<file path="src/rtl/stopwatch_input_conditioner_if.sv">
// ============================================================================
// Module      : stopwatch_input_conditioner_if
// Description : Bundle of raw button inputs and conditioned clock/pulse
//               outputs exchanged between the input conditioner (master)
//               and its environment (slave).
// Revision    : 1.0 - initial release
// ============================================================================
`default_nettype none

interface stopwatch_input_conditioner_if;
  logic btn_r;  // raw reset button, asynchronous, bouncing, active-high
  logic btn_p;  // raw pause/start button, asynchronous, bouncing, active-high
  logic c_clk;  // divided count clock
  logic d_clk;  // divided display/FSM clock
  logic R;      // one d_clk period reset request
  logic P;      // one d_clk period pause/start request

  // Conditioner side: samples buttons, drives clocks and pulses.
  modport master (
    input  btn_r,
    input  btn_p,
    output c_clk,
    output d_clk,
    output R,
    output P
  );

  // Environment side: drives buttons, consumes clocks and pulses.
  modport slave (
    output btn_r,
    output btn_p,
    input  c_clk,
    input  d_clk,
    input  R,
    input  P
  );
endinterface

`default_nettype wire

</file>
<file path="src/rtl/stopwatch_input_conditioner.sv">
// ============================================================================
// Module      : stopwatch_input_conditioner
// Description : Derives the count clock (c_clk) and display/FSM clock (d_clk)
//               from the board clock, and turns the raw reset/pause buttons
//               into synchronized, debounced R/P pulses that last exactly one
//               d_clk period and are centred on a d_clk rising edge.
//               Optional feature macro: STOPWATCH_LONGPRESS_RESET_EN
//               (holding pause for LP_TICKS d_clk periods injects one R).
// Revision    : 1.0 - initial release
// ============================================================================
`default_nettype none

module stopwatch_input_conditioner #(
  parameter int C_DIV    = 500_000,   // clk cycles per c_clk half-period
  parameter int D_DIV    = 50_000,    // clk cycles per d_clk half-period
  parameter int DB_CNT   = 1_000_000, // stable cycles before a level is accepted
  parameter int LP_TICKS = 2000       // d_clk periods of held pause -> reset
) (
  input  wire logic                      clk,
  input  wire logic                      rst_n,
  stopwatch_input_conditioner_if.master  bus
);

  // --------------------------------------------------------------------------
  // Widths and terminal counts
  // --------------------------------------------------------------------------
  localparam int C_W  = (C_DIV  > 1) ? $clog2(C_DIV)  : 1;
  localparam int D_W  = (D_DIV  > 1) ? $clog2(D_DIV)  : 1;
  localparam int DB_W = (DB_CNT > 1) ? $clog2(DB_CNT) : 1;

  localparam logic [C_W-1:0]  C_TERM  = C_W'(C_DIV - 1);
  localparam logic [D_W-1:0]  D_TERM  = D_W'(D_DIV - 1);
  localparam logic [DB_W-1:0] DB_TERM = DB_W'(DB_CNT - 1);

  // Button index into the per-button arrays.
  localparam int BTN_R = 0;
  localparam int BTN_P = 1;

  // Pulse FSM encoding.
  localparam logic [1:0] ST_IDLE  = 2'd0;
  localparam logic [1:0] ST_ARMED = 2'd1;
  localparam logic [1:0] ST_HOLD  = 2'd2;

  // --------------------------------------------------------------------------
  // Declarations
  // --------------------------------------------------------------------------
  logic [C_W-1:0]  c_cnt_q, c_cnt_d;
  logic            c_clk_q, c_clk_d;
  logic [D_W-1:0]  d_cnt_q, d_cnt_d;
  logic            d_clk_q, d_clk_d;
  logic            d_fall;

  logic [1:0]      sync1_q, sync1_d;
  logic [1:0]      sync2_q, sync2_d;

  logic [1:0]      db_q, db_d;
  logic [DB_W-1:0] db_cnt_q [2];
  logic [DB_W-1:0] db_cnt_d [2];
  logic [1:0]      db_rise;

  logic            lp_inject;
  logic            r_req, p_req;

  logic [1:0]      r_st_q, r_st_d;
  logic [1:0]      p_st_q, p_st_d;
  logic            r_out_q, r_out_d;
  logic            p_out_q, p_out_d;

  // --------------------------------------------------------------------------
  // Clock dividers
  // --------------------------------------------------------------------------
  // Free-running half-period counters; each output toggles at terminal count.
  always_comb begin
    c_cnt_d = c_cnt_q + C_W'(1);
    c_clk_d = c_clk_q;
    if (c_cnt_q == C_TERM) begin
      c_cnt_d = '0;
      c_clk_d = ~c_clk_q;
    end

    d_cnt_d = d_cnt_q + D_W'(1);
    d_clk_d = d_clk_q;
    if (d_cnt_q == D_TERM) begin
      d_cnt_d = '0;
      d_clk_d = ~d_clk_q;
    end
  end

  // The edge on which d_clk goes 1->0; pulses start and end here so that
  // they straddle exactly one d_clk rising edge.
  assign d_fall = (d_cnt_q == D_TERM) && d_clk_q;

  // Divider state registers.
  always_ff @(posedge clk or negedge rst_n) begin
    if (!rst_n) begin
      c_cnt_q <= '0;
      c_clk_q <= 1'b0;
      d_cnt_q <= '0;
      d_clk_q <= 1'b0;
    end else begin
      c_cnt_q <= c_cnt_d;
      c_clk_q <= c_clk_d;
      d_cnt_q <= d_cnt_d;
      d_clk_q <= d_clk_d;
    end
  end

  // --------------------------------------------------------------------------
  // Two-flop synchronizers for the asynchronous buttons
  // --------------------------------------------------------------------------
  // Next-state of the synchronizer chain.
  always_comb begin
    sync1_d          = sync1_q;
    sync1_d[BTN_R]   = bus.btn_r;
    sync1_d[BTN_P]   = bus.btn_p;
    sync2_d          = sync1_q;
  end

  // Synchronizer registers.
  always_ff @(posedge clk or negedge rst_n) begin
    if (!rst_n) begin
      sync1_q <= '0;
      sync2_q <= '0;
    end else begin
      sync1_q <= sync1_d;
      sync2_q <= sync2_d;
    end
  end

  // --------------------------------------------------------------------------
  // Debouncers
  // --------------------------------------------------------------------------
  // A new level is accepted only after DB_CNT consecutive differing cycles;
  // any agreeing cycle restarts the count so short glitches are discarded.
  always_comb begin
    db_d    = db_q;
    db_rise = '0;
    for (int i = 0; i < 2; i++) begin
      db_cnt_d[i] = '0;
      if (sync2_q[i] != db_q[i]) begin
        if (db_cnt_q[i] == DB_TERM) begin
          db_d[i]     = sync2_q[i];
          db_cnt_d[i] = '0;
          db_rise[i]  = sync2_q[i];
        end else begin
          db_cnt_d[i] = db_cnt_q[i] + DB_W'(1);
        end
      end
    end
  end

  // Debouncer registers.
  always_ff @(posedge clk or negedge rst_n) begin
    if (!rst_n) begin
      db_q <= '0;
      for (int i = 0; i < 2; i++) begin
        db_cnt_q[i] <= '0;
      end
    end else begin
      db_q <= db_d;
      for (int i = 0; i < 2; i++) begin
        db_cnt_q[i] <= db_cnt_d[i];
      end
    end
  end

  // --------------------------------------------------------------------------
  // Long-press reset injection
  // --------------------------------------------------------------------------
`ifdef STOPWATCH_LONGPRESS_RESET_EN
  localparam int LP_W = $clog2(LP_TICKS + 1);
  localparam logic [LP_W-1:0] LP_MAX = LP_W'(LP_TICKS);

  logic [LP_W-1:0] lp_cnt_q, lp_cnt_d;

  // Count d_clk periods of held pause; saturation at LP_MAX guarantees a
  // single injection per hold until the button is released.
  always_comb begin
    lp_cnt_d  = lp_cnt_q;
    lp_inject = 1'b0;
    if (!db_q[BTN_P]) begin
      lp_cnt_d = '0;
    end else if (d_fall && (lp_cnt_q != LP_MAX)) begin
      lp_cnt_d = lp_cnt_q + LP_W'(1);
      if (lp_cnt_q == (LP_MAX - LP_W'(1))) begin
        lp_inject = 1'b1;
      end
    end
  end

  // Long-press counter register.
  always_ff @(posedge clk or negedge rst_n) begin
    if (!rst_n) begin
      lp_cnt_q <= '0;
    end else begin
      lp_cnt_q <= lp_cnt_d;
    end
  end
`else
  // Without the feature a held pause never turns into a reset.
  assign lp_inject = 1'b0;
`endif

  // Only rising edges of the accepted level generate requests.
  assign r_req = db_rise[BTN_R] | lp_inject;
  assign p_req = db_rise[BTN_P];

  // --------------------------------------------------------------------------
  // Pulse FSMs
  // --------------------------------------------------------------------------
  // IDLE -> ARMED on request, ARMED -> HOLD and HOLD -> IDLE on d_fall.
  // A reset request wins over pause: it blocks a simultaneous pause request
  // and cancels an armed one, but lets a pause already in HOLD finish.
  always_comb begin
    r_st_d = r_st_q;
    case (r_st_q)
      ST_IDLE:  if (r_req)  r_st_d = ST_ARMED;
      ST_ARMED: if (d_fall) r_st_d = ST_HOLD;
      ST_HOLD:  if (d_fall) r_st_d = ST_IDLE;
      default:              r_st_d = ST_IDLE;
    endcase

    p_st_d = p_st_q;
    case (p_st_q)
      ST_IDLE: begin
        if (p_req && !r_req) p_st_d = ST_ARMED;
      end
      ST_ARMED: begin
        if (r_req)       p_st_d = ST_IDLE;
        else if (d_fall) p_st_d = ST_HOLD;
      end
      ST_HOLD: begin
        if (d_fall) p_st_d = ST_IDLE;
      end
      default: p_st_d = ST_IDLE;
    endcase

    r_out_d = (r_st_d == ST_HOLD);
    p_out_d = (p_st_d == ST_HOLD);
  end

  // FSM and registered output pulses.
  always_ff @(posedge clk or negedge rst_n) begin
    if (!rst_n) begin
      r_st_q  <= ST_IDLE;
      p_st_q  <= ST_IDLE;
      r_out_q <= 1'b0;
      p_out_q <= 1'b0;
    end else begin
      r_st_q  <= r_st_d;
      p_st_q  <= p_st_d;
      r_out_q <= r_out_d;
      p_out_q <= p_out_d;
    end
  end

  // --------------------------------------------------------------------------
  // Outputs: all driven straight from flops
  // --------------------------------------------------------------------------
  assign bus.c_clk = c_clk_q;
  assign bus.d_clk = d_clk_q;
  assign bus.R     = r_out_q;
  assign bus.P     = p_out_q;

endmodule

`default_nettype wire
</file>
<file path="src/flat_wrapper.sv">
// flat-port wrapper written by rule: the top's interface ports become plain ports
module stopwatch_input_conditioner_flat 
#(
  parameter int C_DIV    = 500_000,                                      
  parameter int D_DIV    = 50_000,                                       
  parameter int DB_CNT   = 1_000_000,                                            
  parameter int LP_TICKS = 2000                                              
)
  (clk, rst_n, bus_btn_r, bus_btn_p, bus_c_clk, bus_d_clk, bus_R, bus_P);
  stopwatch_input_conditioner_if bus_i ();
  input  wire logic clk;
  input  wire logic rst_n;
  input wire logic [$bits(bus_i.btn_r)-1:0] bus_btn_r;
  input wire logic [$bits(bus_i.btn_p)-1:0] bus_btn_p;
  output wire logic [$bits(bus_i.c_clk)-1:0] bus_c_clk;
  output wire logic [$bits(bus_i.d_clk)-1:0] bus_d_clk;
  output wire logic [$bits(bus_i.R)-1:0] bus_R;
  output wire logic [$bits(bus_i.P)-1:0] bus_P;
  assign bus_i.btn_r = bus_btn_r;
  assign bus_i.btn_p = bus_btn_p;
  assign bus_c_clk = bus_i.c_clk;
  assign bus_d_clk = bus_i.d_clk;
  assign bus_R = bus_i.R;
  assign bus_P = bus_i.P;
  stopwatch_input_conditioner #(.C_DIV(C_DIV), .D_DIV(D_DIV), .DB_CNT(DB_CNT), .LP_TICKS(LP_TICKS)) u_core (.clk(clk), .rst_n(rst_n), .bus(bus_i));
endmodule
</file>
<file path="config.mk">
export PLATFORM = sky130hd
export DESIGN_NAME = stopwatch_input_conditioner_flat
export DESIGN_NICKNAME = d
export VERILOG_FILES = /design/src/rtl/stopwatch_input_conditioner_if.sv /design/src/rtl/stopwatch_input_conditioner.sv /design/src/flat_wrapper.sv
export SDC_FILE = /design/constraint.sdc
export NUM_CORES = 1
export LEC_CHECK = 0
export CORE_ASPECT_RATIO = 0.7
export CORE_MARGIN = 1
export CORE_UTILIZATION = 50
export DETAILED_ROUTE_END_ITERATION = 8
export PLACE_DENSITY = 0.66
export REMOVE_ABC_BUFFERS = 1
export SLEW_MARGIN = 20
export SYNTH_ARGS = -nofsm -noshare
export SYNTH_HDL_FRONTEND = slang
export SYNTH_SLANG_ARGS = --single-unit
</file>
<file path="constraint.sdc">
create_clock -name clk -period 4.9 [get_ports clk]
set_input_delay 0.98 -clock clk [delete_from_list [all_inputs] [get_ports clk]]
set_output_delay 0.98 -clock clk [all_outputs]
set_load 0.05 [all_outputs]
</file>
==> results of run 1 <==
-- power by group through the flow --
stage | Sequential, W | Combinational, W | Clock, W
finish | 0.000746 | 0.0000334 | 0.000731
CTS | 0.000746 | 0.0000348 | 0.000751
global placement | 0.000759 | 0.0000339 | 0
detailed placement | 0.000759 | 0.0000347 | 0
floorplan | 0.000758 | 0.0000123 | 0
global route | 0.000746 | 0.0000399 | 0.000784
-- routing by layer --
metal	GRT usage (%)	routed length, µm	vias up
met5	0	0	-
met4	5.27	79	0
met3	5.87	272	9
met2	28.0	3160	36
met1	28.7	4110	1445
li1	-	-	1479
-- registers in the layout, indices dropped and copies added (netlist names) --
register / flops
u_core.p_st_q: 2
u_core.bus.c_clk: 1
u_core.db_q: 2
u_core.sync2_q: 2
u_core.sync1_q: 2
u_core.r_st_q: 2
u_core.d_cnt_q: 16
u_core.bus.R: 1
u_core.bus.P: 1
u_core.bus.d_clk: 1
u_core.db_cnt_q: 40
u_core.c_cnt_q: 19
-- stage by stage --
step / hold WS (ns) / total power [W] / setup slack (ns) / std cells
5_1_grt: 0.375 / 0.00157 / 2.21 / 527
6_report: 0.359 / 0.00151 / 2.33 / 527
2_1_floorplan: 0.331 / 0.000770 / 2.51 / 399
4_1_cts: 0.363 / 0.00153 / 2.32 / 527
3_5_place_dp: 0.346 / 0.000794 / 2.37 / 511
3_3_place_gp: 0.339 / 0.000793 / 2.48 / 511
-- layout by cell type (no fill, tap or decap), types with 2 or more instances in the layout --
master and count:
and4_1 7, and3_1 5, o31ai_1 5, nand2_1 27, mux2_2 3, nand4b_1 2
xor2_1 18, o21ai_0 19, or4bb_1 2, clkdlybuf4s50_1 6, nand3_1 24, clkinv_2 2
nand4_1 15, clkbuf_16 9, a21oi_1 16, or3_1 15, nor4b_1 4, bufinv_16 2
dfrtp_1 89, xnor2_1 33, nor3_1 10, mux2i_1 2, inv_1 15, nor2b_1 3
buf_4 5, and2_1 2, nor2_1 47, nor4_1 4, or4_1 11, ha_1 4
-- layout make-up --
cell class              count  area share, %
repair buffers             11           2.07
flip-flops and latches     89           47.3
clock inverters             5           1.68
well taps                 101           2.69
inverters                  15           1.20
clock buffers              11           5.16
multi-input cells         295           39.9
-- worst max-delay path by stage --
stage,start,to,slack (ns),cells after the start
floorplan,u_core.db_cnt_q[0],u_core.db_cnt_q[10],2.51,5
global placement,u_core.db_cnt_q[28],u_core.db_cnt_q[32],2.48,5
detailed placement,u_core.db_cnt_q[28],u_core.db_cnt_q[28],2.37,5
CTS,u_core.bus.d_clk,bus_d_clk,2.32,1
global route,u_core.db_cnt_q[20],u_core.db_cnt_q[35],2.21,6
finish,u_core.bus.d_clk,bus_d_clk,2.33,1
-- cell families (layout without fill, tap and decap cells) --
| family | count (synthesis) | count (layout) | synth area share [%] |
|---|---|---|---|
| adder cells (fa/ha/maj) | 4 | 4 | 1.19 |
| AO/OA/AOI/OAI | 48 | 48 | 6.57 |
| flip-flops | 89 | 89 | 53.2 |
| multiplexers | 5 | 5 | 1.28 |
| AND/OR/NAND/NOR | 187 | 187 | 24.9 |
| buffers and inverters | 23 | 42 | 2.18 |
| XOR/XNOR | 51 | 51 | 10.7 |
-- cell usage after synthesis, types with 11 or more instances --
| library cell | count |
|---|---|
| xnor2_1 | 33 |
| nand4_1 | 15 |
| nor2_1 | 47 |
| inv_1 | 15 |
| dfrtp_1 | 89 |
| or4_1 | 11 |
| a21oi_1 | 16 |
| nand3_1 | 24 |
| or3_1 | 15 |
| xor2_1 | 18 |
| nand2_1 | 27 |
| o21ai_0 | 19 |
==> metrics.txt, run 1 <==
status=finished with violations; violated checks=DRC; CP Class=reg -> out; Multi-input gate area=1880 µm²; Routed wire per std cell=14.5 µm; Final Hold Vio Count=0; Clock power frac=a little under 50%; hold depth=0; HPWL after DPL=5040 µm; Starting Density=roughly 52%; CTS Sinks=89; Register Area=around 2200 µm²; RSZ-0062 raised after global routing=false; hold path start=u_core.sync1_q[0]; Post-CTS Resized=0; Most used DFF post-synth=dfrtp_1; R2R Path Start=u_core.db_cnt_q[28]; Critical Path AT=about 1.6 ns; sequential share of power=a little under 50%; number of synthesis warnings=0; Synth cell types=43; critical path endpoint category=output port; first-pass GRT wire length=13400 µm; # hold bufs at CTS=0; sw frac=20.0%; Power Internal=between 0.001 and 0.0015 W; Ports=8; Max transition margin=about half; Filler cells=around 670; fin area=about 4700 µm²; Synth Register Bits=89; Buffers on Ports=7; CTS Buf Count=9; leakage=about 1.9 nW; post-route clock period utilization=between 50% and 60%; DRC=2; pin count of the biggest net entering global routing=51; Mean Syn Cell Area=between 10 and 15 µm²; Crit Path Max Fanout=5; Total GRT Usage=19.6%; Via-to-Cell Ratio=5.63; H-tree levels=3; Post CTS Setup Buffer Count=0; most area-consuming cells after synthesis=dfrtp_1 (53%), xnor2_1 (6.9%), nor2_1 (4.2%); GRT overflow=0; root buffer cell=clkbuf_16; sequential share of the synthesized area=53.2%; dpl cell area=~4400 µm²; Final Util=about three fifths; Switching Power=0.000301 W; vias in the first global route=about 2800; Final Net Count=429; setup TNS=0 ns; Setup-failing EPs final=0; number of flops mapped to enable cells by yosys=0; CTS Buffer Depth=2; end point of the worst hold path=u_core.sync2_q[0]; synth-to-layout area growth=12.3%; GPL Wtd Cong=0.801; worst path cell trace=clkdlybuf4s50_1; Post-DRT Antenna Nets=0; Initial DRT Pass Iterations=6; Synth Instances=between 400 and 500; post-synth top area cell=dfrtp_1; Slew Viols, Final=0; TritonCTS clock tree=built; HP Class=reg -> reg; layout cells sized above 1=under 10%; drt total wl=around 7600 µm; die area=just under 9000 µm²; Comb pwr share=around 2.2%; Crit-path slowest cell=clkdlybuf4s50_1; Min Clock Period, post-route=~2.6 ns; clk_lat worst skew=between 0.3 and 0.4 ns; Final Skew=roughly 0.0064 ns; f_max=approximately 0.39 GHz; worst slew pin tran=0.733 ns; initial antenna violation count=0; Max rail drop VDD=between 0.3 and 0.4 mV; max-cap viol count=0; CTS clk-pin slew, worst paths=around 0.06 ns; Crit path buffers/inverters=1; num rows=27; Die H=slightly below 80 µm; crit start category=register; post-synthesis async set-or-reset flop share=100%; max incr delay on CP=roughly 0.83 ns; R2R depth=5; ant diodes=0; R2R Setup Slk=around 2.4 ns; CP required=around 3.9 ns; PwrDens=321 nW/µm²; CP delay by family, top=buffers and inverters; Mapped Area=about 4200 µm²; r2r endpoint=u_core.db_cnt_q[31]; via count=between 2000 and 3000; post-synth top area share=a little over half; Initial DRC Count=approximately 170; Core Footprint=about 8000 µm²; chip width=111 µm
(Power assumes the default switching activity.)
==> inputs of run 2 (changes only) <==
==> constraint.sdc (replaced) <==
create_clock -name clk -period 2.55 [get_ports clk]
set_input_delay 0.51 -clock clk [delete_from_list [all_inputs] [get_ports clk]]
set_output_delay 0.51 -clock clk [all_outputs]
set_load 0.05 [all_outputs]
==> run 2 against run 1 <==
- the run still ends with DRC left
- critical path type is now reg -> reg
- via count decreased by 0.24%
- global-route usage is 0.49 points lower
- utilization rose by 0.19 points
- worst hold slack got worse by 0.23 ns
- sequential share of layout area shrank 0.15 points
- critical path depth grew 4
- largest power group unchanged
==> metrics.txt, run 2 (same netlist as run 1, synthesis figures left out) <==
Starting Density=a little over half; Multi-input gate area=around 1900 µm²; Crit-path slowest cell=or4_1; setup TNS=0 ns; Crit. path cell count=5; Core Footprint=roughly 8000 µm²; Via-to-Cell Ratio=5.58; Filler cells=slightly below 700; worst path cell trace=ha_1, nand3_1, or4_1, or4_1, a21oi_1; leakage=roughly 1.9 nW; post-route clock period utilization=~85%; Die H=about 80 µm; initial antenna violation count=0; CTS Sinks=just under 90; synth-to-layout area growth=12.7%; die area=8750 µm²; chip width=between 100 and 150 µm; Post-DRT Antenna Nets=0; Final Net Count=around 430; Crit path buffers/inverters=0; critical path endpoint category=register; CTS Buffer Depth=2; R2R depth=5; Initial DRC Count=between 100 and 150; Cells after DPL=515; root buffer cell=clkbuf_16; max reg flops=40; Initial DRT Pass Iterations=6; Hold Slack=between 0.1 and 0.15 ns; commonest non-fill, non-tap cell in the layout=dfrtp_1; violated checks=DRC; layout cells sized above 1=around 8.6%; Max transition margin=~65%; max-cap viol count=0; CP Class=reg -> reg; vias in the first global route=around 2800; f_max=0.461 GHz; # hold bufs at CTS=0; Setup-failing EPs final=0; CP required=between 2 and 3 ns; Biggest register=u_core.db_cnt_q; Final Hold Vio Count=0; GRT overflow=0; PwrDens=just under 600 nW/µm²; max incr delay on CP=between 0.6 and 0.7 ns; DRC=2; HPWL after DPL=just over 5000 µm; worst slew pin tran=between 0.5 and 0.6 ns; ant diodes=0; H-tree levels=3; most frequent CP cell=or4_1; CTS clk-pin slew, worst paths=roughly 0.06 ns; drt total wl=~7500 µm; clk_lat worst skew=approximately 0.34 ns; Post-CTS Resized=0; largest registers=u_core.db_cnt_q (40), u_core.c_cnt_q (19), u_core.d_cnt_q (16); via count=just under 3000; CP delay by family, top=simple AND/OR/NAND/NOR gates; num rows=27; Slew Viols, Final=0; Total GRT Usage=a little under a fifth; status=finished with violations; Routed wire per std cell=roughly 14 µm; commonest cells after routing, fill and taps aside=dfrtp_1 (89), nor2_1 (47), xnor2_1 (33), nand2_1 (27), nand3_1 (24); Critical Path AT=between 2 and 2.5 ns; TritonCTS clock tree=built; Final Skew=between 0.004 and 0.005 ns; first-pass GRT wire length=13100 µm; Register Area=2230 µm²; Max rail drop VDD=0.389 mV; GPL Wtd Cong=0.798; HP Class=in -> async; Final Instance Count excl. Fillers=roughly 530; Buffers on Ports=7; pin count of the biggest net entering global routing=40; Crit Path Max Fanout=7; CTS Buf Count=9; RSZ-0062 raised after global routing=false; Min Clock Period, post-route=~2.2 ns; Ports=8; crit start category=register; Post CTS Setup Buffer Count=0
-- run 2: changes by cell type in the layout (fill, tap and decap cells not counted), sizes merged --
cell    before  now
bufinv       2    0
clkinv       3    2
buf          5    9
clkbuf      11   14
-- run 2: area by class of cell --
type	instances	share of cell area, %
inverter	15	1.19
clock buffer	14	6.02
timing repair buffer	15	2.97
multi-input combinational	295	39.7
sequential	89	47.2
clock inverter	2	0.212
tap	101	2.68
-- run 2: where the power goes --
part | internal [W] | switching [W] | total [W]
Clock | 0.000763 | 0.000505 | 0.00127
Combinational | 0.0000210 | 0.0000470 | 0.0000681
Sequential | 0.00142 | 0.00000998 | 0.00143
Total | 0.00221 | 0.000562 | 0.00277
-- run 2: worst paths after layout --
check,startpoint,endpoint,slack [ns]
max,u_core.db_cnt_q[0],u_core.db_cnt_q[18],0.38
min,rst_n,u_core.db_cnt_q[37],0.13
max reg2reg,u_core.db_cnt_q[0],u_core.db_cnt_q[18],0.38
min reg2reg,u_core.sync1_q[0],u_core.sync2_q[0],0.35
max in group asynchronous,rst_n,u_core.c_cnt_q[16],1.82
min in group clk,u_core.sync1_q[0],u_core.sync2_q[0],0.35
-- run 2: routing by layer --
metal	routed length, µm	share of wire, %	up-vias	global-route usage (%)
li1	-	-	1493	-
met1	4050	54	1427	27.5
met2	3080	41	34	27.5
met3	259	3.5	8	6.25
met4	74	0.99	0	5.14
met5	0	0	-	0
-- run 2: per-stage QoR --
step	cell area [µm²]	util [%]	power [W]	worst slack [ns]
floorplan	4150	-	0.00148	0.158
global placement	4430	55.3	0.00153	0.508
detailed placement	4430	55.3	0.00153	0.379
CTS	4720	58.9	0.00281	0.362
global route	4720	58.9	0.00287	0.236
finish	4720	58.9	0.00277	0.383
==> inputs of run 3 (changes only) <==
==> constraint.sdc (replaced) <==
create_clock -name clk -period 2.2 [get_ports clk]
set_input_delay 0.44 -clock clk [delete_from_list [all_inputs] [get_ports clk]]
set_output_delay 0.44 -clock clk [all_outputs]
set_load 0.05 [all_outputs]
==> run 3 against run 2 <==
- the flow still finishes with violations (DRC)
- sequential power up 16%
- global-route usage up 0.60 points
- clock skew up 0.0019 ns
- utilization up 0.80 points
- clock-buffer cell count down 3
- power up 19%
- wire length up 2.6%
- clock power up 21%
- cell count up 1.1%
- design area up 1.4%
- die area unchanged
- flip-flop and latch count unchanged
- critical path type unchanged
- largest cell class unchanged
==> metrics.txt, run 3 (same netlist as run 1, synthesis figures left out) <==
worst slew pin tran=between 0.4 and 0.5 ns; via count=roughly 3000; HPWL after DPL=5310 µm; CP delay by family, top=simple AND/OR/NAND/NOR gates; Cells after DPL=between 500 and 600; CP Class=reg -> reg; root buffer cell=clkbuf_16; Final Hold Vio Count=0; Total GRT Usage=about a fifth; Min Clock Period, post-route=just over 2 ns; Post-DRT Antenna Nets=0; largest registers=u_core.db_cnt_q (40), u_core.c_cnt_q (19), u_core.d_cnt_q (16); H-tree levels=3; Final Instance Count excl. Fillers=between 500 and 600; Core Footprint=approximately 8000 µm²; Final Util=about three fifths; DRC=2; Setup crit end=u_core.db_cnt_q[18]; die area=around 8800 µm²; R2R depth=5; crit start category=register; commonest cells after routing, fill and taps aside=dfrtp_1 (89), nor2_1 (47), xnor2_1 (33), nand2_1 (27), nand3_1 (24); f_max=slightly below 0.5 GHz; violated checks=DRC; post-route clock period utilization=between 90% and 100%; commonest non-fill, non-tap cell in the layout=dfrtp_1; Crit path buffers/inverters=0; Biggest register=u_core.db_cnt_q; dpl cell area=between 4000 and 5000 µm²; max reg flops=40; R2R Setup Slk=0.16 ns; Hold Slack=about 0.35 ns; Routed wire per std cell=between 10 and 15 µm; leakage=1.97 nW; Initial DRT Pass Iterations=6; Critical Path Source=u_core.db_cnt_q[0]; max-cap viol count=0; max incr delay on CP=around 0.6 ns; GRT overflow=0; Max transition margin=roughly two thirds; drt total wl=around 7700 µm; Starting Density=between 50% and 60%; initial antenna violation count=0; PwrDens=between 600 and 700 nW/µm²; GPL Wtd Cong=between 0.8 and 0.9; RSZ-0062 raised after global routing=false; CTS Buffer Depth=2; worst path cell trace=ha_1, nand3_1, or4_4, or4_1, a21oi_1; Buffers on Ports=7; clk_lat worst skew=0.34 ns; ant diodes=0; critical path endpoint category=register; Ports=8; Final Net Count=around 440; CTS Sinks=a little under 90; layout cells sized above 1=between 10 and 15%; HP Class=reg -> reg; CP required=between 2 and 2.5 ns; Critical Path AT=2.30 ns; CTS clk-pin slew, worst paths=approximately 0.06 ns; CTS Buf Count=9; status=finished with violations; Via-to-Cell Ratio=about 5.5; fin area=roughly 4800 µm²; Final Skew=about 0.0066 ns; synth-to-layout area growth=14.2%; Die H=between 70 and 80 µm; num rows=27; Crit-path slowest cell=or4_4; chip width=between 100 and 150 µm; Slew Viols, Final=0; TritonCTS clock tree=built; r2r endpoint=u_core.db_cnt_q[18]; Setup-failing EPs final=0; Initial DRC Count=156; Max rail drop VDD=about 0.40 mV; first-pass GRT wire length=roughly 13000 µm; vias in the first global route=between 2000 and 3000; R2R Path Start=u_core.db_cnt_q[0]; pin count of the biggest net entering global routing=50; Crit Path Max Fanout=7; Filler cells=a little under 700; Crit. path cell count=5
-- run 3: where the power goes --
group          internal, W  switching, W   total, W  leakage (nW)
logic            0.0000256     0.0000544  0.0000800         0.618
registers          0.00165     0.0000113    0.00166          1.20
clock network     0.000937      0.000607    0.00154         0.155
-- run 3: timing repair --
action	4_1_cts	5_1_grt
endpoints found under the setup margin	0	1
hold buffers	1	0
buffers inserted	0	0
endpoints found under the hold margin	18	0
gates resized for setup	0	1
-- run 3: routing by layer --
layer / track usage, % / vias up / share of wire (%)
met2: 29.3 / 38 / 44
met5: 0 / - / 0
li1: - / 1499 / -
met3: 4.17 / 7 / 3.2
met4: 10.1 / 0 / 0.91
met1: 27.2 / 1415 / 52
-- run 3: cell type report --
class	instances	area [µm²]	share of cell area, %
multi-input combinational	295	1880	39.3
timing repair buffer	21	188	3.92
tap	101	126	2.64
sequential	89	2230	46.6
clock inverter	5	53.8	1.12
clock buffer	11	253	5.28
inverter	15	56.3	1.18
-- run 3: worst min path at each step --
| stage | from | end | slack, ns | cells past startpoint |
|---|---|---|---|---|
| 5_1_grt | u_core.sync1_q[0] | u_core.sync2_q[0] | 0.36 | 0 |
| 3_3_place_gp | u_core.sync1_q[0] | u_core.sync2_q[0] | 0.33 | 0 |
| 2_1_floorplan | rst_n | u_core.bus.P | 0.14 | 0 |
| 4_1_cts | u_core.sync1_q[0] | u_core.sync2_q[0] | 0.35 | 0 |
| 3_5_place_dp | u_core.sync1_q[0] | u_core.sync2_q[0] | 0.34 | 0 |
| 6_report | u_core.sync1_q[0] | u_core.sync2_q[0] | 0.35 | 0 |
-- run 3: per-stage QoR --
| stage | TNS (ns) | total power (W) | worst slack [ns] |
|---|---|---|---|
| floorplan | -6.83 | 0.00172 | -0.192 |
| global placement | 0 | 0.00177 | 0.160 |
| detailed placement | 0 | 0.00177 | 0.0810 |
| CTS | 0 | 0.00334 | 0.0826 |
| global route | 0 | 0.00341 | 0.0311 |
| finish | 0 | 0.00328 | 0.159 |
